===== src/rtl/neuron_cfg_pkg.sv =====
// Shared constants and state encoding for the ALIF neuron parameter sequencer.
// Payload slot indices follow the on-wire byte order after the header.
package neuron_cfg_pkg;

  localparam logic [7:0] HDR_DEFAULT = 8'hA5;
  localparam int         NUM_PAYLOAD = 6;

  localparam logic [2:0] P_WEIGHT = 3'd0;
  localparam logic [2:0] P_LEAK1  = 3'd1;
  localparam logic [2:0] P_LEAK2  = 3'd2;
  localparam logic [2:0] P_THRESH = 3'd3;
  localparam logic [2:0] P_CYCLES = 3'd4;
  localparam logic [2:0] P_SDIV   = 3'd5;

  typedef enum logic [1:0] {
    ST_IDLE   = 2'd0,
    ST_LOAD   = 2'd1,
    ST_COMMIT = 2'd2,
    ST_RUN    = 2'd3
  } seq_state_t;

  function automatic logic is_last_payload(input logic [2:0] idx);
    return (idx == P_SDIV);
  endfunction

endpackage


===== src/rtl/sample_strobe_gen.sv =====
// Programmable input-sample strobe: one pulse per (sample_div+1) enabled cycles.
// The enable input is the value neuron_enable takes on the same edge, so the strobe lines up with it.
module sample_strobe_gen (
  input  logic       clk,
  input  logic       reset,
  input  logic [7:0] sample_div,
  input  logic       enable,
  input  logic       clear,
  output logic       strobe
);

  logic [7:0] cnt_r;
  logic       strobe_r;

  // Divider counter; holds its phase while the neuron is not enabled.
  always_ff @(posedge clk) begin
    if (reset) begin
      cnt_r    <= 8'd0;
      strobe_r <= 1'b0;
    end else if (clear) begin
      cnt_r    <= 8'd0;
      strobe_r <= 1'b0;
    end else if (enable) begin
      if (cnt_r == sample_div) begin
        cnt_r    <= 8'd0;
        strobe_r <= 1'b1;
      end else begin
        cnt_r    <= cnt_r + 8'd1;
        strobe_r <= 1'b0;
      end
    end else begin
      cnt_r    <= cnt_r;
      strobe_r <= 1'b0;
    end
  end

  assign strobe = strobe_r;

endmodule


===== src/rtl/alif_param_sequencer.sv =====
// Framed configuration loader and run sequencer for one ALIF dual-leak neuron.
// Parameters land in a shadow bank and are committed to the active bank on a single edge.
module alif_param_sequencer
  import neuron_cfg_pkg::*;
#(
  parameter logic [7:0] HDR     = HDR_DEFAULT,
  parameter int         TIMEOUT = 255,
  parameter int         TO_BITS = 8
) (
  input  logic       clk,
  input  logic       reset,
  input  logic [7:0] cfg_byte,
  input  logic       cfg_valid,
  output logic       cfg_ready,
  input  logic       run_en,
  input  logic       cfg_err_clr,
  output logic [2:0] weight_a,
  output logic [7:0] leak_rate_1,
  output logic [7:0] leak_rate_2,
  output logic [7:0] threshold_min,
  output logic [3:0] leak_cycles_1,
  output logic [3:0] leak_cycles_2,
  output logic       params_ready,
  output logic       neuron_reset,
  output logic       neuron_enable,
  output logic       neuron_input_enable,
  output logic       cfg_err,
  output logic [1:0] state_out
);

  localparam logic [TO_BITS-1:0] TO_LAST = TO_BITS'(TIMEOUT - 1);
  localparam logic [TO_BITS-1:0] TO_ZERO = {TO_BITS{1'b0}};
  localparam logic [TO_BITS-1:0] TO_ONE  = TO_BITS'(1);

  seq_state_t         state_r;
  logic [2:0]         idx_r;
  logic [TO_BITS-1:0] to_cnt_r;

  logic [2:0] sh_weight_r;
  logic [7:0] sh_leak1_r;
  logic [7:0] sh_leak2_r;
  logic [7:0] sh_thresh_r;
  logic [3:0] sh_cyc1_r;
  logic [3:0] sh_cyc2_r;
  logic [7:0] sh_sdiv_r;

  logic [2:0] weight_a_r;
  logic [7:0] leak_rate_1_r;
  logic [7:0] leak_rate_2_r;
  logic [7:0] threshold_min_r;
  logic [3:0] leak_cycles_1_r;
  logic [3:0] leak_cycles_2_r;
  logic [7:0] sample_div_r;

  logic cfg_ready_r;
  logic params_ready_r;
  logic neuron_reset_r;
  logic neuron_enable_r;
  logic cfg_err_r;

  logic accept_s;
  logic is_hdr_s;
  logic idle_or_run_s;
  logic timeout_s;
  logic err_set_s;
  logic commit_s;
  logic enable_next_s;
  logic strobe_s;

  assign accept_s      = cfg_valid & cfg_ready_r;
  assign is_hdr_s      = (cfg_byte == HDR);
  assign idle_or_run_s = (state_r == ST_IDLE) || (state_r == ST_RUN);
  assign timeout_s     = (state_r == ST_LOAD) && !accept_s && (to_cnt_r == TO_LAST);
  assign err_set_s     = (idle_or_run_s && accept_s && !is_hdr_s) || timeout_s;
  assign commit_s      = (state_r == ST_COMMIT);
  // params_ready and neuron_reset both rise on the commit edge, so enable stays low that cycle.
  assign enable_next_s = params_ready_r & run_en & ~commit_s;

  // Framing FSM, shadow/active banks, timeout counter and registered control outputs.
  always_ff @(posedge clk) begin
    if (reset) begin
      state_r         <= ST_IDLE;
      idx_r           <= 3'd0;
      to_cnt_r        <= TO_ZERO;
      sh_weight_r     <= 3'd0;
      sh_leak1_r      <= 8'd0;
      sh_leak2_r      <= 8'd0;
      sh_thresh_r     <= 8'd0;
      sh_cyc1_r       <= 4'd0;
      sh_cyc2_r       <= 4'd0;
      sh_sdiv_r       <= 8'd0;
      weight_a_r      <= 3'd0;
      leak_rate_1_r   <= 8'd0;
      leak_rate_2_r   <= 8'd0;
      threshold_min_r <= 8'd0;
      leak_cycles_1_r <= 4'd0;
      leak_cycles_2_r <= 4'd0;
      sample_div_r    <= 8'd0;
      cfg_ready_r     <= 1'b1;
      params_ready_r  <= 1'b0;
      neuron_reset_r  <= 1'b0;
      neuron_enable_r <= 1'b0;
      cfg_err_r       <= 1'b0;
    end else begin
      cfg_ready_r     <= 1'b1;
      neuron_reset_r  <= 1'b0;
      neuron_enable_r <= enable_next_s;
      cfg_err_r       <= err_set_s | (cfg_err_r & ~cfg_err_clr);
      case (state_r)
        ST_IDLE, ST_RUN: begin
          if (accept_s && is_hdr_s) begin
            state_r  <= ST_LOAD;
            idx_r    <= 3'd0;
            to_cnt_r <= TO_ZERO;
          end else begin
            state_r  <= state_r;
          end
        end
        ST_LOAD: begin
          if (accept_s) begin
            case (idx_r)
              P_WEIGHT: sh_weight_r <= cfg_byte[2:0];
              P_LEAK1:  sh_leak1_r  <= cfg_byte;
              P_LEAK2:  sh_leak2_r  <= cfg_byte;
              P_THRESH: sh_thresh_r <= cfg_byte;
              P_CYCLES: begin
                sh_cyc2_r <= cfg_byte[7:4];
                sh_cyc1_r <= cfg_byte[3:0];
              end
              P_SDIV:   sh_sdiv_r   <= cfg_byte;
              default:  sh_sdiv_r   <= sh_sdiv_r;
            endcase
            idx_r    <= idx_r + 3'd1;
            to_cnt_r <= TO_ZERO;
            if (is_last_payload(idx_r)) begin
              state_r     <= ST_COMMIT;
              cfg_ready_r <= 1'b0;
            end else begin
              state_r     <= ST_LOAD;
            end
          end else if (to_cnt_r == TO_LAST) begin
            // Abandoned frame: drop the partial shadow and fall back to the prior mode.
            sh_weight_r <= 3'd0;
            sh_leak1_r  <= 8'd0;
            sh_leak2_r  <= 8'd0;
            sh_thresh_r <= 8'd0;
            sh_cyc1_r   <= 4'd0;
            sh_cyc2_r   <= 4'd0;
            sh_sdiv_r   <= 8'd0;
            idx_r       <= 3'd0;
            to_cnt_r    <= TO_ZERO;
            state_r     <= params_ready_r ? ST_RUN : ST_IDLE;
          end else begin
            to_cnt_r    <= to_cnt_r + TO_ONE;
          end
        end
        ST_COMMIT: begin
          weight_a_r      <= sh_weight_r;
          leak_rate_1_r   <= sh_leak1_r;
          leak_rate_2_r   <= sh_leak2_r;
          threshold_min_r <= sh_thresh_r;
          leak_cycles_1_r <= sh_cyc1_r;
          leak_cycles_2_r <= sh_cyc2_r;
          sample_div_r    <= sh_sdiv_r;
          params_ready_r  <= 1'b1;
          neuron_reset_r  <= 1'b1;
          state_r         <= ST_RUN;
        end
        default: begin
          state_r <= ST_IDLE;
        end
      endcase
    end
  end

  sample_strobe_gen u_strobe (
    .clk        (clk),
    .reset      (reset),
    .sample_div (sample_div_r),
    .enable     (enable_next_s),
    .clear      (commit_s),
    .strobe     (strobe_s)
  );

  assign cfg_ready           = cfg_ready_r;
  assign weight_a            = weight_a_r;
  assign leak_rate_1         = leak_rate_1_r;
  assign leak_rate_2         = leak_rate_2_r;
  assign threshold_min       = threshold_min_r;
  assign leak_cycles_1       = leak_cycles_1_r;
  assign leak_cycles_2       = leak_cycles_2_r;
  assign params_ready        = params_ready_r;
  assign neuron_reset        = neuron_reset_r;
  assign neuron_enable       = neuron_enable_r;
  assign neuron_input_enable = strobe_s;
  assign cfg_err             = cfg_err_r;
  assign state_out           = state_r;

endmodule


===== config.mk =====
export PLATFORM = sky130hd
export DESIGN_NAME = alif_param_sequencer
export DESIGN_NICKNAME = d
export VERILOG_FILES = /design/src/rtl/neuron_cfg_pkg.sv /design/src/rtl/sample_strobe_gen.sv /design/src/rtl/alif_param_sequencer.sv
export SDC_FILE = /design/constraint.sdc
export NUM_CORES = 1
export LEC_CHECK = 0
export CAP_MARGIN = 0
export CORE_ASPECT_RATIO = 0.75
export CORE_UTILIZATION = 30
export CTS_BUF_LIST = sky130_fd_sc_hd__clkbuf_8 sky130_fd_sc_hd__clkbuf_16
export CTS_CLUSTER_DIAMETER = 100
export DETAILED_ROUTE_END_ITERATION = 7
export GPL_TIMING_DRIVEN = 0
export SLEW_MARGIN = 15
export SYNTH_ARGS = -nofsm -noshare
export SYNTH_HDL_FRONTEND = slang
export SYNTH_SLANG_ARGS = --single-unit

===== constraint.sdc =====
create_clock -name clk -period 3.5 [get_ports clk]
set_input_delay 0.7 -clock clk [delete_from_list [all_inputs] [get_ports clk]]
set_output_delay 0.7 -clock clk [all_outputs]
set_load 0.02 [all_outputs]

==> out/results.md <==
- **status** finished clean
- **post-detailed-placement cell area** 0.00547 sq mm
- **share of synthesized registers carrying an async set or reset** 0%
- **post-synthesis adder-cell area fraction** 2.68%
- **net count after synthesis** 485
- **share of post-route cells with drive strength above 1** 10.8%
- **final std cell area, no fill** 0.00609 sq mm
- **I/O pin total** 56
- **Setup crit end kind** flop
- **cell types occupying the most area after synthesis** dfxtp_1 48%, mux2i_1 19%, nor2_1 9.1%
- **Port-buffer cells** 54
- **count of routing violations after the opening detailed-route iteration** 190
- **highest clock frequency the design can meet** 449 MHz
- **final instance count without filler cells** 753
- **share of cell area taken by muxes after synthesis** 19.3%
- **Placeable Area** 0.0152 sq mm
- **DRC violations left** 0
- **number of gates resized after CTS** 0
- **main combinational cell family by area after synthesis** multiplexers
- **dpl cells** 721
- **static leakage power** 2.57 nW
- **maxcap violations** 0
- **Slew HR** 57.6%
- **clock period minus final worst setup slack** 2.23 ns
- **Synth Cell Area** 0.00468 sq mm
- **number of global-route vias before repair** 3374
- **Avg WL per Cell** 14.5 um
- **number of placement rows** 39
- **number of hold-repair buffers added at the cts stage** 0
- **vertical die dimension** 110 um
- **start point of the critical path** cfg_valid
- **placer congestion estimate** 0.753
- **flip-flop cell with the highest count after synthesis** dfxtp_1
- **simple logic cell fraction of the synthesized area** 17.7%
- **number of unique standard cell types used by synthesis** 47
- **synth warn** 0
- **Critical-path top delay cell** nor3_4
- **most common cell after layout, fill and taps aside** nor2_1
- **die width** 146 um
- **library cell with the largest summed area after synthesis** dfxtp_1
- **Congestion Overflow GR** 0
- **post-synthesis sequential element count** 113
- **VDD IR max** 352 uV
- **worst hold path class** reg2reg
- **drt total wl** 10.9 mm
- **Post-Synthesis Cells** 462
- **worst reg2reg startpoint** to_cnt_r[0]$_SDFFE_PP0P_
- **total count of max-transition violations in the final report** 0
- **Power Dens Cells** 521 mW/mm^2
- **cell-by-cell trace of the critical path** clkdlybuf4s50_1, and2_1, nor3_4, o21ai_4, mux2i_1, nor2_1
- **Hold Path Origin** idx_r[2]$_SDFFE_PP0P_
- **area of the die** 0.0161 sq mm
- **Initial Util** 30.7%
- **clock transition at the registers of the reported paths** 0.06 ns
- **largest net degree at the start of global routing** 17
- **clock tree skew after final layout** 0.00961 ns
- **Avg Cell Area, Syn** 10.1 sq um
- **Tcrit/Tclk final** 63.7%
- **xor-xnor portion of the synthesized cell area** 3.93%
- **final layout net count** 558
- **final setup violation count** 0
- **unrepaired setup endpoints after global routing** no
- **setup_tns** 0 ns
- **Yosys top cell area share** 48.4%
- **clock sink count** 113
- **Root Driver** clkbuf_16
- **register area share after synthesis** 48.4%
- **Post-CTS Repair Setup Buffers** 0
- **complex-gate fraction of the synthesized area** 4.82%
- **pin slew with the least headroom to its limit** 0.633 ns
- **Max stage delay on crit path** 0.58 ns
- **Layout area overhead** 30.2%
- **Inserted Diodes** 0
- **top fanout value on the critical path** 8
- **Via Count** 3455
- **antenna violations before repair** 0
- **nature of the critical path startpoint** input port
- **final antenna-violating net count** 0
- **number of buffers created by CTS** 17
- **commonest non-fill, non-tap cells in the layout** 114 x nor2_1, 113 x dfxtp_1, 87 x mux2i_1, 54 x clkdlybuf4s50_1
- **CTS tree** yes
- **Post-synth EDFFs** 0
- **worst setup path category** in2reg
- **final count of hold timing violations** 0
- **number of detailed-routing iterations run before antenna repair** 4
- **H-tree depth reported by CTS** 4
- **total routing usage reported by global routing** 14.4%
- **first-pass GRT wire length** 17.6 mm
- **worst path required time** 3.78 ns
- **WP data arrival** 2.51 ns
- **Vias per Instance** 4.59
- **clk_lat worst skew** 0.41 ns
- **Clock Tree Buf Depth** 2
- **post-detail-place hpwl** 7.85 mm
[synthesized netlist by cell type, types with 3 or more instances]
cell,number
clkbuf_1,14
dfxtp_1,113
inv_1,7
mux2i_1,87
nand4_1,6
xnor2_1,5
xor2_1,16
nor3_1,3
nand3_1,4
nand2_1,12
nor4_1,3
a21oi_1,3
ha_1,10
and3_1,17
buf_2,6
nor2_1,114
o21ai_4,5
[per-stage QoR]
step	total power, W	hold slack [ns]	worst slack, ns	utilization, %
2_1_floorplan	0.00138	0.385	1.58	-
3_3_place_gp	0.00142	0.437	0.927	36.0
3_5_place_dp	0.00142	0.418	0.864	36.0
4_1_cts	0.00320	0.439	1.28	40.0
5_1_grt	0.00327	0.469	1.16	40.0
6_report	0.00317	0.449	1.27	40.0
[layout make-up]
| cell class | count | area (sq um) |
|---|---|---|
| Inverter | 7 | 26.3 |
| Sequential cell | 113 | 2260 |
| Buffer | 25 | 126 |
| Timing Repair Buffer | 54 | 541 |
| Clock inverter | 11 | 136 |
| Clock buffer | 21 | 480 |
| Tap cell | 205 | 256 |
| Fill cell | 1464 | 9130 |
| Multi-Input combinational cell | 317 | 2260 |
[where the power goes]
group | leakage (nW) | internal [W] | switching (W)
Clock | 0.307 | 0.00119 | 0.000589
Combinational | 1.35 | 0.0000385 | 0.0000680
Sequential | 0.910 | 0.00129 | 0.00000151
[worst max-delay path: cells and delay by family]
kind	cells	cell delay, ns
simple gates	3	0.88
buf+inv	1	0.46
compound gates	1	0.24
mux	1	0.23
[path summary, 6_finish.rpt]
path                           endpoint  slack [ns]  cells past startpoint
max reg2reg  sh_leak1_r[0]$_SDFFE_PP0P_        1.58                      7
min reg2reg        cfg_ready$_SDFF_PP1_        0.45                      1
max          sh_leak1_r[0]$_SDFFE_PP0P_        1.27                      6
min                cfg_ready$_SDFF_PP1_        0.45                      1
[metal layers]
metal	GRT usage [%]	wire, um	part of all wire [%]	vias up
met5	0	0	0	-
met4	4.54	74	0.68	0
met3	4.07	587	5.4	8
met2	22.1	4740	43	88
met1	19.5	5540	51	1645
li1	-	-	-	1714
[flip-flops by register name, summed over array words and instances, names as in the netlist, 4 cells and up]
name	cells
sh_sdiv_r	8
leak_rate_2	8
to_cnt_r	8
sh_thresh_r	8
leak_rate_1	8
sh_cyc2_r	4
sh_leak1_r	8
sh_cyc1_r	4
leak_cycles_1	4
sample_div_r	8
u_strobe.cnt_r	8
leak_cycles_2	4
threshold_min	8
sh_leak2_r	8
[logic make-up after synthesis]
logic type	after synthesis
AND/OR/NAND/NOR	175
flip-flops	113
multiplexers	89
buffers and inverters	32
AO/OA/AOI/OAI	22
XOR/XNOR	21
adder cells (fa/ha/maj)	10
Power figures use the tool's default switching activity.
